File: src/rtl/fwft_word_packer_if.sv
// Handshake bundle for fwft_word_packer: FWFT read side plus the packed-word output port.
// The flush/out_nbytes pair exists only when FWFT_PACK_FLUSH_EN is defined.
interface fwft_word_packer_if #(
    parameter int NBYTES = 4
);
    logic                  empty;
    logic [7:0]            rd_data;
    logic                  rd_enable;
    logic [8*NBYTES-1:0]   out_data;
    logic                  out_valid;
    logic                  out_ready;

`ifdef FWFT_PACK_FLUSH_EN
    localparam int NBW = $clog2(NBYTES) + 1;

    logic                  flush;
    logic [NBW-1:0]        out_nbytes;

    modport master (
        input  empty,
        input  rd_data,
        output rd_enable,
        output out_data,
        output out_valid,
        input  out_ready,
        input  flush,
        output out_nbytes
    );

    modport slave (
        output empty,
        output rd_data,
        input  rd_enable,
        input  out_data,
        input  out_valid,
        output out_ready,
        output flush,
        input  out_nbytes
    );
`else
    modport master (
        input  empty,
        input  rd_data,
        output rd_enable,
        output out_data,
        output out_valid,
        input  out_ready
    );

    modport slave (
        output empty,
        output rd_data,
        input  rd_enable,
        input  out_data,
        input  out_valid,
        output out_ready
    );
`endif
endinterface

File: src/rtl/fwft_word_packer.sv
// FWFT byte-to-word packer: drains an 8-bit first-word-fall-through FIFO and emits NBYTES-wide
// little-endian words on a valid/ready port. Optional partial-word flush: FWFT_PACK_FLUSH_EN.
module fwft_word_packer #(
    parameter int NBYTES = 4,
    parameter int CNTW   = 16
) (
    input  logic               rclk,
    input  logic               rrst_n,
    fwft_word_packer_if.master bus,
    output logic [CNTW-1:0]    word_cnt
);
    localparam int NBW = $clog2(NBYTES) + 1;

    logic [NBW-1:0]         cnt;
    logic [NBYTES-1:0][7:0] acc;
    logic [NBYTES-1:0][7:0] acc_nxt;
    logic [8*NBYTES-1:0]    out_data_q;
    logic                   out_valid_q;
    logic                   last;
    logic                   slot_free;
    logic                   accept;
    logic                   load_full;
    logic                   handoff;
    logic                   flush_pend;
    logic                   flush_emit;

    assign last      = (cnt == NBW'(NBYTES - 1));
    assign slot_free = ~out_valid_q | bus.out_ready;
    // out_ready feeds the pop request directly so a word can hand off and refill in one cycle
    assign accept    = ~bus.empty & ~flush_pend & (~last | slot_free);
    assign load_full = accept & last;
    assign handoff   = out_valid_q & bus.out_ready;

    assign bus.rd_enable = accept;
    assign bus.out_data  = out_data_q;
    assign bus.out_valid = out_valid_q;

    always_comb begin
        acc_nxt = acc;
        for (int i = 0; i < NBYTES; i++) begin
            if (cnt == NBW'(i)) begin
                acc_nxt[i] = bus.rd_data;
            end
        end
    end

`ifdef FWFT_PACK_FLUSH_EN
    logic           flush_set;
    logic [NBW-1:0] out_nbytes_q;

    // a byte accepted alongside the flush is counted in the partial word; a completing byte wins
    assign flush_set  = bus.flush & ~flush_pend & ~load_full & ((cnt != '0) | accept);
    assign flush_emit = flush_pend & slot_free;
    assign bus.out_nbytes = out_nbytes_q;

    always_ff @(posedge rclk or negedge rrst_n) begin
        if (!rrst_n) begin
            flush_pend   <= 1'b0;
            out_nbytes_q <= '0;
        end else begin
            if (flush_emit) begin
                flush_pend <= 1'b0;
            end else if (flush_set) begin
                flush_pend <= 1'b1;
            end

            if (load_full) begin
                out_nbytes_q <= NBW'(NBYTES);
            end else if (flush_emit) begin
                out_nbytes_q <= cnt;
            end
        end
    end
`else
    assign flush_pend = 1'b0;
    assign flush_emit = 1'b0;
`endif

    always_ff @(posedge rclk or negedge rrst_n) begin
        if (!rrst_n) begin
            acc         <= '0;
            cnt         <= '0;
            out_data_q  <= '0;
            out_valid_q <= 1'b0;
            word_cnt    <= '0;
        end else begin
            if (load_full) begin
                out_data_q <= acc_nxt;
                acc        <= '0;
                cnt        <= '0;
            end else if (flush_emit) begin
                // unused upper lanes are already zero since acc clears on every emit
                out_data_q <= acc;
                acc        <= '0;
                cnt        <= '0;
            end else if (accept) begin
                acc <= acc_nxt;
                cnt <= cnt + NBW'(1);
            end

            if (load_full || flush_emit) begin
                out_valid_q <= 1'b1;
            end else if (bus.out_ready) begin
                out_valid_q <= 1'b0;
            end

            if (handoff) begin
                word_cnt <= word_cnt + CNTW'(1);
            end
        end
    end
endmodule

File: src/flat_wrapper.sv
// flat-port wrapper written by rule: the top's interface ports become plain ports
module fwft_word_packer_flat 
#(
    parameter int NBYTES = 4,
    parameter int CNTW   = 16
)
  (rclk, rrst_n, word_cnt, bus_empty, bus_rd_data, bus_rd_enable, bus_out_data, bus_out_valid, bus_out_ready);
  fwft_word_packer_if #(.NBYTES(NBYTES)) bus_i ();
  input  logic rclk;
  input  logic rrst_n;
  output logic [CNTW-1:0] word_cnt;
  input wire logic [$bits(bus_i.empty)-1:0] bus_empty;
  input wire logic [$bits(bus_i.rd_data)-1:0] bus_rd_data;
  output wire logic [$bits(bus_i.rd_enable)-1:0] bus_rd_enable;
  output wire logic [$bits(bus_i.out_data)-1:0] bus_out_data;
  output wire logic [$bits(bus_i.out_valid)-1:0] bus_out_valid;
  input wire logic [$bits(bus_i.out_ready)-1:0] bus_out_ready;
  assign bus_i.empty = bus_empty;
  assign bus_i.rd_data = bus_rd_data;
  assign bus_rd_enable = bus_i.rd_enable;
  assign bus_out_data = bus_i.out_data;
  assign bus_out_valid = bus_i.out_valid;
  assign bus_i.out_ready = bus_out_ready;
  fwft_word_packer #(.NBYTES(NBYTES), .CNTW(CNTW)) u_core (.rclk(rclk), .rrst_n(rrst_n), .bus(bus_i), .word_cnt(word_cnt));
endmodule
File: config.mk
export PLATFORM = sky130hd
export DESIGN_NAME = fwft_word_packer_flat
export DESIGN_NICKNAME = d
export VERILOG_FILES = /design/src/rtl/fwft_word_packer_if.sv /design/src/rtl/fwft_word_packer.sv /design/src/flat_wrapper.sv
export SDC_FILE = /design/constraint.sdc
export NUM_CORES = 1
export LEC_CHECK = 0
export ABC_AREA = 1
export ABC_CLOCK_PERIOD_IN_PS = 1100
export BUFFER_PORTS_ARGS = -buffer_cell sky130_fd_sc_hd__buf_4
export CORE_UTILIZATION = 50
export CTS_CLUSTER_DIAMETER = 100
export CTS_CLUSTER_SIZE = 12
export DETAILED_ROUTE_END_ITERATION = 7
export HOLD_SLACK_MARGIN = 0.15
export PLACE_DENSITY = 0.77
export REMOVE_ABC_BUFFERS = 1
export SLEW_MARGIN = 20
export SYNTH_ARGS = -nofsm -noshare
export SYNTH_HDL_FRONTEND = slang
export SYNTH_SLANG_ARGS = --single-unit
File: constraint.sdc
create_clock -name rclk -period 1.1 [get_ports rclk]
set_input_delay 0.11 -clock rclk [delete_from_list [all_inputs] [get_ports rclk]]
set_output_delay 0.11 -clock rclk [all_outputs]
set_load 0.1 [all_outputs]
==> run_results.csv, run 1 <==
group,metric,value,unit
timing,worstEndpointGrtRepair,"u_core.bus.out_data[2]$_DFFE_PN0P_/D",
floorplanning,initial_utilization,0.523,
clock_tree,htreeDepth,3,
clock_tree,cts_max_path_buffers,2,
logic_synthesis,ys_ff_latch,76,
clock_tree,cts_buffers,9,
logic_synthesis,syn_inst,423,
clock_tree,cts_root_buf,"clkbuf_8",
logic_synthesis,synth_top_area_frac,0.529,
logic_synthesis,synth_area_leader_cell,"dfrtp_1",
floorplanning,num_rows,30,
floorplanning,die_h,86.8,um
grt,track_usage,0.615,
logic_synthesis,synthFlopType,"dfrtp_1",
placed_design,place_area,0.00443,mm2
placed_design,io_buffers,61,
status,stop_stage,"global routing",
logic_synthesis,yosysMostFrequentCell,"nand2_1",
status,firstError,"[ERROR GRT-0232] Routing congestion too high. Check the congestion heatmap in the GUI.",
floorplanning,dieWidth,86.8,um
logic_synthesis,synth_area,0.00359,mm2
logic_synthesis,synth_edf_count,0,
logic_synthesis,ys_top_cells_by_area,"dfrtp_1 53%, nand2_1 19%, nand3_1 4.2%",
logic_synthesis,avgSynthCellArea,8.49,um2
placed_design,place.gp.congestion,0.823,
timing,worst-ep-kind,"register input",
logic_synthesis,async_flop_share,1.00,
logic_synthesis,yosysSeqAreaShare,0.529,
logic_synthesis,yosys-top-cells-count,"185 x nand2_1, 76 x dfrtp_1, 30 x inv_1, 30 x nand3_1, 21 x o21ai_0",
grt,grt_overflow,3,
floorplanning,num_io_pins,62,
logic_synthesis,yosysUniqueCellTypes,25,
grt,grt_max_degree,30,
status,outcome,"aborted with a tool error",
clock_tree,cts.sinks,76,
logic_synthesis,ys.warnings.count,0,
placed_design,hpwlAfterDp,5.94,mm
cell families after synthesis:
kind of cell	share of synthesized area
AO/OA/AOI/OAI	0.0571
XOR/XNOR	0.0244
adder cells (fa/ha/maj)	0.0174
buffers and inverters	0.0745
flip-flops	0.529
AND/OR/NAND/NOR	0.297
timing repair:
action	4_1_cts
pin swaps	31
setup endpoints to repair	120
hold buffers	10
gates resized for setup	229
hold endpoints to repair	86
cloned	9
buffers inserted	20
per-layer routing:
| metal | overflow | track usage |
|---|---|---|
| met3 | 0 | 0.395 |
| met4 | 3 | 0.608 |
| met2 | 0 | 0.860 |
| met1 | 0 | 0.596 |
| met5 | 0 | 0.0839 |
through the flow:
step                setup WS (ps)  TNS, ps  hold slack (ps)   util  cells
floorplan                   -1410   -63850             -186      -    407
CTS                          -336   -16320              136  0.863    662
detailed placement           -276   -14400             47.7  0.645    608
global placement             -219   -11140             47.1  0.645    608
==> run 2, diff against run 1 <==
--- a/config.mk
+++ b/config.mk
@@ -6,14 +6,11 @@
 export NUM_CORES = 1
 export LEC_CHECK = 0
 export ABC_AREA = 1
-export ABC_CLOCK_PERIOD_IN_PS = 1100
+export ABC_CLOCK_PERIOD_IN_PS = 1400
 export BUFFER_PORTS_ARGS = -buffer_cell sky130_fd_sc_hd__buf_4
-export CORE_UTILIZATION = 50
-export CTS_CLUSTER_DIAMETER = 100
-export CTS_CLUSTER_SIZE = 12
+export CORE_UTILIZATION = 40
 export DETAILED_ROUTE_END_ITERATION = 7
-export HOLD_SLACK_MARGIN = 0.15
-export PLACE_DENSITY = 0.77
+export PLACE_DENSITY_LB_ADDON = 0.15
 export REMOVE_ABC_BUFFERS = 1
 export SLEW_MARGIN = 20
 export SYNTH_ARGS = -nofsm -noshare
==> constraint.sdc (replaced) <==
create_clock -name rclk -period 1.4 [get_ports rclk]
set_input_delay 0.14 -clock rclk [delete_from_list [all_inputs] [get_ports rclk]]
set_output_delay 0.14 -clock rclk [all_outputs]
set_load 0.1 [all_outputs]
==> run_results.csv, run 2 <==
group,metric,value,unit
grt,antenna_found_initial,0,
floorplanning,core_area,0.00872,mm2
logic_synthesis,syn_inst,423,
timing,whs,116,ps
setup_path,critPathLaunch,"u_core.cnt[1]",
setup_path,worstPathMaxFanout,2,
clock_tree,clk_pin_slew_worst_paths,80,ps
timing,setup_viol,1,
route,drtAntennaViolNets,0,
cells_and_area,register_area,0.00190,mm2
route,num_vias,2976,
logic_synthesis,synth_area,0.00359,mm2
cells_and_area,largest_reg_flops,32,
status,violations,"negative setup slack",
clock_tree,cts.sinks,76,
cells_and_area,drive_gt1_frac,0.291,
clock_tree,htreeDepth,3,
hold_path,hold_path_class,"in -> reg",
route,drt-pass1-iter-count,4,
timing,finalWorstSetupSlack,-63.2,ps
logic_synthesis,ys_top_cells_by_area,"dfrtp_1 53%, nand2_1 19%, nand3_1 4.2%",
setup_path,cp.required,1260,ps
setup_path,crit_end,"bus_rd_enable",
clock_tree,cts_max_path_buffers,2,
timing,hold_violations,0,
floorplanning,initial_utilization,0.412,
cells_and_area,nets,524,
logic_synthesis,synthFlopType,"dfrtp_1",
grt,track_usage,0.181,
timing,relSlewSlack,0.758,
logic_synthesis,synth_top_area_frac,0.529,
floorplanning,die_area,0.00936,mm2
cells_and_area,final_common_cell,"nand2_1",
timing,timing.final.crit_period,1460,ps
grt,grt_overflow,0,
run,drv_cap,0,
cells_and_area,layout_common_cells,"180 x nand2_1, 77 x buf_4, 76 x dfrtp_1",
setup_path,cp.arrival,1320,ps
cells_and_area,area_delta_synth_final,31.8,%
clock_tree,cts_tree,"yes",
logic_synthesis,ys.warnings.count,0,
floorplanning,dieWidth,96.8,um
timing,finalClockSkew,8.89,ps
route,routed_via_density,4.80,
grt,grt_max_degree,38,
logic_synthesis,yosysMostFrequentCell,"nand2_1",
grt,grt_pass1_vias,2784,
placed_design,io_buffers,61,
cells_and_area,multi_input_area,0.00158,mm2
placed_design,pre_cts_slack,37.6,ps
setup_path,start_kind,"flip-flop",
logic_synthesis,synth_area_leader_cell,"dfrtp_1",
setup_path,r2r-end,"u_core.bus.out_data[9]",
route,drt-initial-drc-count,91,
setup_path,ff2ff_setup_slack,30,ps
route,wl,8.57,mm
setup_path,slowest_stage,"dfrtp_1",
floorplanning,die_h,96.8,um
setup_path,worstSetupEndpointType,"output port",
logic_synthesis,yosysUniqueCellTypes,25,
logic_synthesis,ys_ff_latch,76,
logic_synthesis,async_flop_share,1.00,
clock_tree,clk-insertion-delay-late,350,ps
timing,worst_slew_pin_slew,364,ps
setup_path,crit_path_max_incr_delay,420,ps
timing,fmax,683,MHz
logic_synthesis,avgSynthCellArea,8.49,um2
timing,period_share,1.05,
logic_synthesis,yosys-top-cells-count,"185 x nand2_1, 76 x dfrtp_1, 30 x inv_1, 30 x nand3_1, 21 x o21ai_0",
cells_and_area,nFillCells,803,
floorplanning,num_io_pins,62,
setup_path,critPathKind,"reg -> out",
logic_synthesis,yosysSeqAreaShare,0.529,
placed_design,hpwlAfterDp,5.30,mm
cells_and_area,antenna_cells,0,
setup_path,cp_common_cell,"nand2_4",
placed_design,place.gp.congestion,0.789,
setup_path,worstPathCellList,"ha_4 -> nand2_4 -> nand2_4 -> nand2_4 -> buf_12",
hold_path,hold_depth,3,
clock_tree,cts_root_buf,"clkbuf_8",
route,drc,0,
timing,grt_setup_unrepaired,"yes",
timing,slew_violations,0,
route,routedWlPerCell,13.8,um
logic_synthesis,synth_edf_count,0,
status,outcome,"finished, violations left",
clock_tree,cts_buffers,9,
setup_path,reg2reg_depth,8,
floorplanning,num_rows,34,
grt,grt_first_pass_wirelength,13.4,mm
setup_path,r2r-start,"u_core.cnt[1]",
run 2: cell counts after synthesis:
Identical to the previous run, type by type.
run 2: metal layers:
metal / routed length (um) / track usage / up-vias
met1: 4030 / 0.240 / 1382
li1: - / - / 1494
met3: 349 / 0.0361 / 18
met2: 4000 / 0.285 / 82
met4: 194 / 0.0815 / 0
met5: 0 / 0 / -
run 2: critical path: cells and delay by family, from the launching register on:
family	cells	cell delay, ps
DFF	1	420
and+or+nand+nor	3	190
buffers and inverters	1	170
adders and majority gates	1	180
run 2: cell type report:
| cell class | instances | share of cell area |
|---|---|---|
| clock inverters | 4 | 0.0153 |
| multi-input cells | 301 | 0.334 |
| clock buffers | 12 | 0.0307 |
| repair buffers | 86 | 0.160 |
| inverters | 33 | 0.0293 |
| flip-flops and latches | 76 | 0.402 |
| well taps | 108 | 0.0285 |
run 2: worst min path at each step:
stage / from / endpoint / slack [ps]
floorplan: rrst_n / u_core.acc[0] / -160
global placement: rrst_n / u_core.word_cnt[4] / 80
detailed placement: rrst_n / u_core.bus.out_valid / 80
CTS: bus_out_ready / u_core.bus.out_valid / 80
global route: bus_rd_data[3] / u_core.bus.out_data[27] / 130
finish: bus_rd_data[7] / u_core.bus.out_data[31] / 120
run 2: kinds of logic after synthesis:
group | count (synthesis) | share of synthesized area
AND/OR/NAND/NOR | 248 | 0.297
XOR/XNOR | 10 | 0.0244
flip-flops | 76 | 0.529
buffers and inverters | 49 | 0.0745
adder cells (fa/ha/maj) | 5 | 0.0174
AO/OA/AOI/OAI | 35 | 0.0571
run 2: what timing repair did:
action | CTS | global route
buffers inserted | 4 | 3
pin swaps | 3 | 8
gates cloned | 0 | 5
resized for setup | 21 | 42
setup endpoints to repair | 1 | 59
endpoints found under the hold margin | 22 | 0
hold buffers | 1 | 0
run 2: stage by stage:
step	cell area, um2	utilization	TNS, ps	cells
after global routing	4730	0.543	-166	620
after detailed placement	4220	0.484	0	591
final	4730	0.543	-63.2	620
after floorplan	3450	-	-41080	407
after CTS	4500	0.516	-84.0	612
after global placement	4220	0.484	0	591
Power of run 2 is left out: the tool's default activity adds up to more than one toggle a clock period on the data nets, which glitch-free logic cannot reach.
==> run 3, diff against run 2 <==
--- a/config.mk
+++ b/config.mk
@@ -8,7 +8,8 @@
 export ABC_AREA = 1
 export ABC_CLOCK_PERIOD_IN_PS = 1400
 export BUFFER_PORTS_ARGS = -buffer_cell sky130_fd_sc_hd__buf_4
-export CORE_UTILIZATION = 40
+export CORE_MARGIN = 2
+export CORE_UTILIZATION = 55
 export DETAILED_ROUTE_END_ITERATION = 7
 export PLACE_DENSITY_LB_ADDON = 0.15
 export REMOVE_ABC_BUFFERS = 1
==> run_results.csv, run 3 (synthesis results as in run 2) <==
group,metric,value,unit
status,outcome,"finished, violations left",
status,violations,"negative setup slack",
clock_tree,clk_pin_slew_worst_paths,80,ps
cells_and_area,register_area,0.00190,mm2
cells_and_area,drive_gt1_frac,0.296,
grt,grt_pass1_vias,3013,
timing,period_share,1.07,
timing,hold_violations,0,
grt,grt_max_degree,34,
route,wl,8.96,mm
clock_tree,cts_max_path_buffers,2,
cells_and_area,multi_input_area,0.00160,mm2
hold_path,hold_path_class,"in -> reg",
clock_tree,cts_tree,"yes",
floorplanning,die_h,84.8,um
setup_path,worstPathMaxFanout,3,
timing,finalClockSkew,8.95,ps
clock_tree,clk-insertion-delay-late,350,ps
cells_and_area,antenna_cells,0,
setup_path,worstSetupEndpointType,"output port",
setup_path,start_kind,"flip-flop",
timing,relSlewSlack,0.691,
grt,track_usage,0.233,
placed_design,place.gp.congestion,0.838,
timing,finalWorstSetupSlack,-94.6,ps
clock_tree,cts_buffers,9,
clock_tree,cts_root_buf,"clkbuf_8",
clock_tree,cts.sinks,76,
placed_design,hpwlAfterDp,5.49,mm
timing,worst_slew_pin_slew,463,ps
run,drv_cap,0,
floorplanning,dieWidth,84.8,um
placed_design,io_buffers,61,
grt,antenna_found_initial,0,
timing,whs,102,ps
cells_and_area,area_delta_synth_final,31.1,%
cells_and_area,layout_common_cells,"181 x nand2_1, 77 x buf_4, 76 x dfrtp_1",
cells_and_area,nFillCells,460,
setup_path,critPathKind,"reg -> out",
timing,slew_violations,0,
floorplanning,initial_utilization,0.566,
timing,timing.final.crit_period,1490,ps
floorplanning,die_area,0.00719,mm2
timing,grt_setup_unrepaired,"yes",
cells_and_area,largest_reg_flops,32,
floorplanning,num_rows,29,
grt,grt_first_pass_wirelength,13.5,mm
route,routed_via_density,5.28,
setup_path,cp.required,1260,ps
route,num_vias,3117,
timing,fmax,669,MHz
route,drt-initial-drc-count,254,
clock_tree,htreeDepth,3,
route,drt-pass1-iter-count,4,
cells_and_area,final_common_cell,"nand2_1",
floorplanning,core_area,0.00635,mm2
floorplanning,num_io_pins,62,
route,drc,0,
timing,setup_viol,29,
setup_path,cp.arrival,1350,ps
route,routedWlPerCell,15.2,um
cells_and_area,nets,525,
grt,grt_overflow,0,
route,drtAntennaViolNets,0,
run 3: cell count changes in the layout (fill, tap and decap cells not counted), sizes merged:
cell	before	now
clkinv	2	4
clkinvlp	1	2
nand2	196	195
bufinv	2	0
buf	83	85
inv	32	31
run 3: per-layer routing:
metal / GRT usage / wire length [um] / vias up
li1: - / - / 1495
met4: 0.0837 / 184 / 0
met2: 0.404 / 4640 / 93
met1: 0.300 / 3740 / 1512
met5: 0 / 0 / -
met3: 0.0340 / 401 / 17
run 3: timing repair:
action / CTS / global route
gates resized for setup: 18 / 50
setup endpoints to repair: 1 / 57
pin swaps: 2 / 7
setup buffers: 4 / 4
hold buffers: 1 / 0
gates cloned: 0 / 4
hold endpoints to repair: 30 / 0
run 3: area by class of cell:
cell class	instances	share of cell area
Sequential cell	76	0.404
Multi-Input combinational cell	300	0.340
Timing Repair Buffer	88	0.166
Clock buffer	12	0.0351
Inverter	33	0.0303
Tap cell	77	0.0205
Clock inverter	4	0.00478
run 3: worst paths after layout:
check                                             from                       to  slack (ps)  cells after the start
worst max register to register           u_core.cnt[0]  u_core.bus.out_data[27]         -50                      8
max in group asynchronous                       rrst_n            u_core.acc[8]         590                      3
worst min register to register  u_core.bus.out_data[5]   u_core.bus.out_data[5]         480                      2
worst max-delay path                     u_core.cnt[0]            bus_rd_enable         -90                      5
worst min-delay path                    bus_rd_data[5]  u_core.bus.out_data[29]         100                      3
min in group asynchronous                       rrst_n     u_core.bus.out_valid         280                      2
run 3: critical path, cell delays in order, from the launching register on:
cell and delay (ps):
dfrtp_1 390, ha_2 220, nand2_4 80, nand2_4 70
nand2_4 80, buf_12 170
run 3: per-stage QoR:
stage,cell area [um2],cells,util,worst slack [ps],setup TNS (ps)
floorplan,3450,407,-,-1110,-41080
global placement,4190,561,0.659,94.9,0
detailed placement,4190,561,0.659,45.1,0
CTS,4440,582,0.699,-79.8,-86.1
global route,4710,590,0.742,-132,-2250
finish,4710,590,0.742,-94.6,-813
Power of run 3 is left out for the same reason.
==> run 4, diff against run 3 <==
--- a/config.mk
+++ b/config.mk
@@ -6,7 +6,7 @@
 export NUM_CORES = 1
 export LEC_CHECK = 0
 export ABC_AREA = 1
-export ABC_CLOCK_PERIOD_IN_PS = 1400
+export ABC_CLOCK_PERIOD_IN_PS = 1690
 export BUFFER_PORTS_ARGS = -buffer_cell sky130_fd_sc_hd__buf_4
 export CORE_MARGIN = 2
 export CORE_UTILIZATION = 55
==> constraint.sdc (replaced) <==
create_clock -name rclk -period 1.69 [get_ports rclk]
set_input_delay 0.169 -clock rclk [delete_from_list [all_inputs] [get_ports rclk]]
set_output_delay 0.169 -clock rclk [all_outputs]
set_load 0.1 [all_outputs]
==> run_results.csv, run 4 (synthesis results as in run 2) <==
group,metric,value,unit
route,routedWlPerCell,13.5,um
cells_and_area,multi_input_area,0.00143,mm2
floorplanning,core_area,0.00635,mm2
cells_and_area,largest_reg_flops,32,
floorplanning,die_h,84.8,um
placed_design,io_buffers,61,
route,num_vias,2951,
timing,relSlewSlack,0.669,
cells_and_area,register_area,0.00190,mm2
clock_tree,clk-insertion-delay-late,340,ps
setup_path,critPathKind,"reg -> out",
timing,timing.final.crit_period,1630,ps
hold_path,hold_path_class,"in -> reg",
placed_design,hpwlAfterDp,5.36,mm
hold_path,holdPathEnd,"u_core.bus.out_data[28]",
cells_and_area,nets,505,
setup_path,r2r-end,"u_core.bus.out_data[24]",
timing,grt_setup_unrepaired,"no",
cells_and_area,drive_gt1_frac,0.227,
setup_path,ff2ff_setup_slack,240,ps
setup_path,reg2reg_depth,7,
grt,antenna_found_initial,0,
run,drv_cap,0,
clock_tree,cts_tree,"yes",
cells_and_area,layout_common_cells,"184 x nand2_1, 76 x dfrtp_1, 66 x buf_4",
route,drtAntennaViolNets,0,
hold_path,holdCritStartpoint,"bus_rd_data[4]",
cells_and_area,final_common_cell,"nand2_1",
clock_tree,htreeDepth,3,
setup_path,cp.arrival,1460,ps
grt,grt_overflow,0,
grt,grt_pass1_vias,2848,
timing,period_share,0.963,
route,wl,7.69,mm
timing,whs,126,ps
cells_and_area,nFillCells,524,
route,drt-pass1-iter-count,4,
setup_path,r2r-start,"u_core.cnt[0]",
hold_path,hold_depth,3,
timing,fmax,615,MHz
placed_design,place.gp.congestion,0.831,
status,outcome,"finished clean",
timing,worst_slew_pin_slew,496,ps
floorplanning,num_io_pins,62,
floorplanning,dieWidth,84.8,um
timing,setup_viol,0,
floorplanning,num_rows,29,
clock_tree,cts_root_buf,"clkbuf_8",
setup_path,worstPathMaxFanout,4,
setup_path,cp_common_cell,"nand2_2",
route,drt-initial-drc-count,217,
grt,track_usage,0.228,
clock_tree,cts_setup_buffers,0,
clock_tree,cts.sinks,76,
grt,grt_first_pass_wirelength,13.1,mm
timing,finalWorstSetupSlack,62.8,ps
cells_and_area,instances_no_fill,570,
timing,finalClockSkew,7.02,ps
cells_and_area,post-route-util,0.682,
timing,slew_violations,0,
floorplanning,initial_utilization,0.566,
clock_tree,cts_buffers,9,
clock_tree,clk_pin_slew_worst_paths,80,ps
cells_and_area,antenna_cells,0,
setup_path,slowest_stage,"dfrtp_1",
cells_and_area,area_delta_synth_final,20.6,%
clock_tree,cts_max_path_buffers,2,
setup_path,start_kind,"flip-flop",
placed_design,place_inst,553,
setup_path,cp.required,1520,ps
setup_path,worstSetupEndpointType,"output port",
grt,grt_max_degree,39,
setup_path,crit_path_max_incr_delay,410,ps
placed_design,pre_cts_slack,225,ps
floorplanning,die_area,0.00719,mm2
route,drc,0,
timing,hold_violations,0,
setup_path,worstPathCellList,"ha_2 -> nand2_4 -> nand2_2 -> nand2_2 -> buf_12",
route,routed_via_density,5.18,
==> run 4: cell types whose count changed in the layout (fill, tap and decap cells not counted), sizes merged <==
cell	delta
clkbuf	-5
nand2	-2
bufinv	+2
clkinvlp	-1
buf	-16
inv	+2
==> run 4: critical path: cells and delay by family, from the launching register on <==
family / cells / cell delay (ps)
flops: 1 / 410
fa+ha+maj: 1 / 220
simple gates: 3 / 300
buf+inv: 1 / 180
==> run 4: worst max path at each step <==
stage               cells after the start                      end            startpoint  slack [ps]
floorplan                               4            u_core.cnt[0]  u_core.bus.out_valid        -820
global placement                        6            u_core.cnt[0]         u_core.cnt[0]         310
detailed placement                      7  u_core.bus.out_data[24]         u_core.cnt[0]         230
CTS                                     5            bus_rd_enable         u_core.cnt[0]          50
global route                            5            bus_rd_enable         u_core.cnt[0]           7
finish                                  5            bus_rd_enable         u_core.cnt[0]          60
==> run 4: area by class of cell <==
cell class,instances,share of cell area
Multi-Input combinational cell,298,0.330
Tap cell,77,0.0222
Sequential cell,76,0.439
Clock buffer,9,0.0286
Timing Repair Buffer,70,0.131
Clock inverter,7,0.0211
Inverter,33,0.0286
==> run 4: metal layers <==
layer,part of all wire,up-vias,global-route usage
met4,0.0057,0,0.0765
met1,0.43,1429,0.294
met3,0.047,4,0.0486
li1,-,1441,-
met2,0.51,77,0.384
met5,0,-,0
==> run 4: repair_timing <==
item,CTS,global route
hold buffers,1,0
gates resized for setup,5,0
setup endpoints to repair,1,0
hold endpoints to repair,35,0
==> run 4: metrics by stage <==
step | area [um2] | TNS [ps]
3_3_place_gp | 4090 | 0
4_1_cts | 4330 | 0
3_5_place_dp | 4090 | 0
2_1_floorplan | 3450 | -20140
6_report | 4330 | 0
5_1_grt | 4330 | 0
Power of run 4 is left out for the same reason.
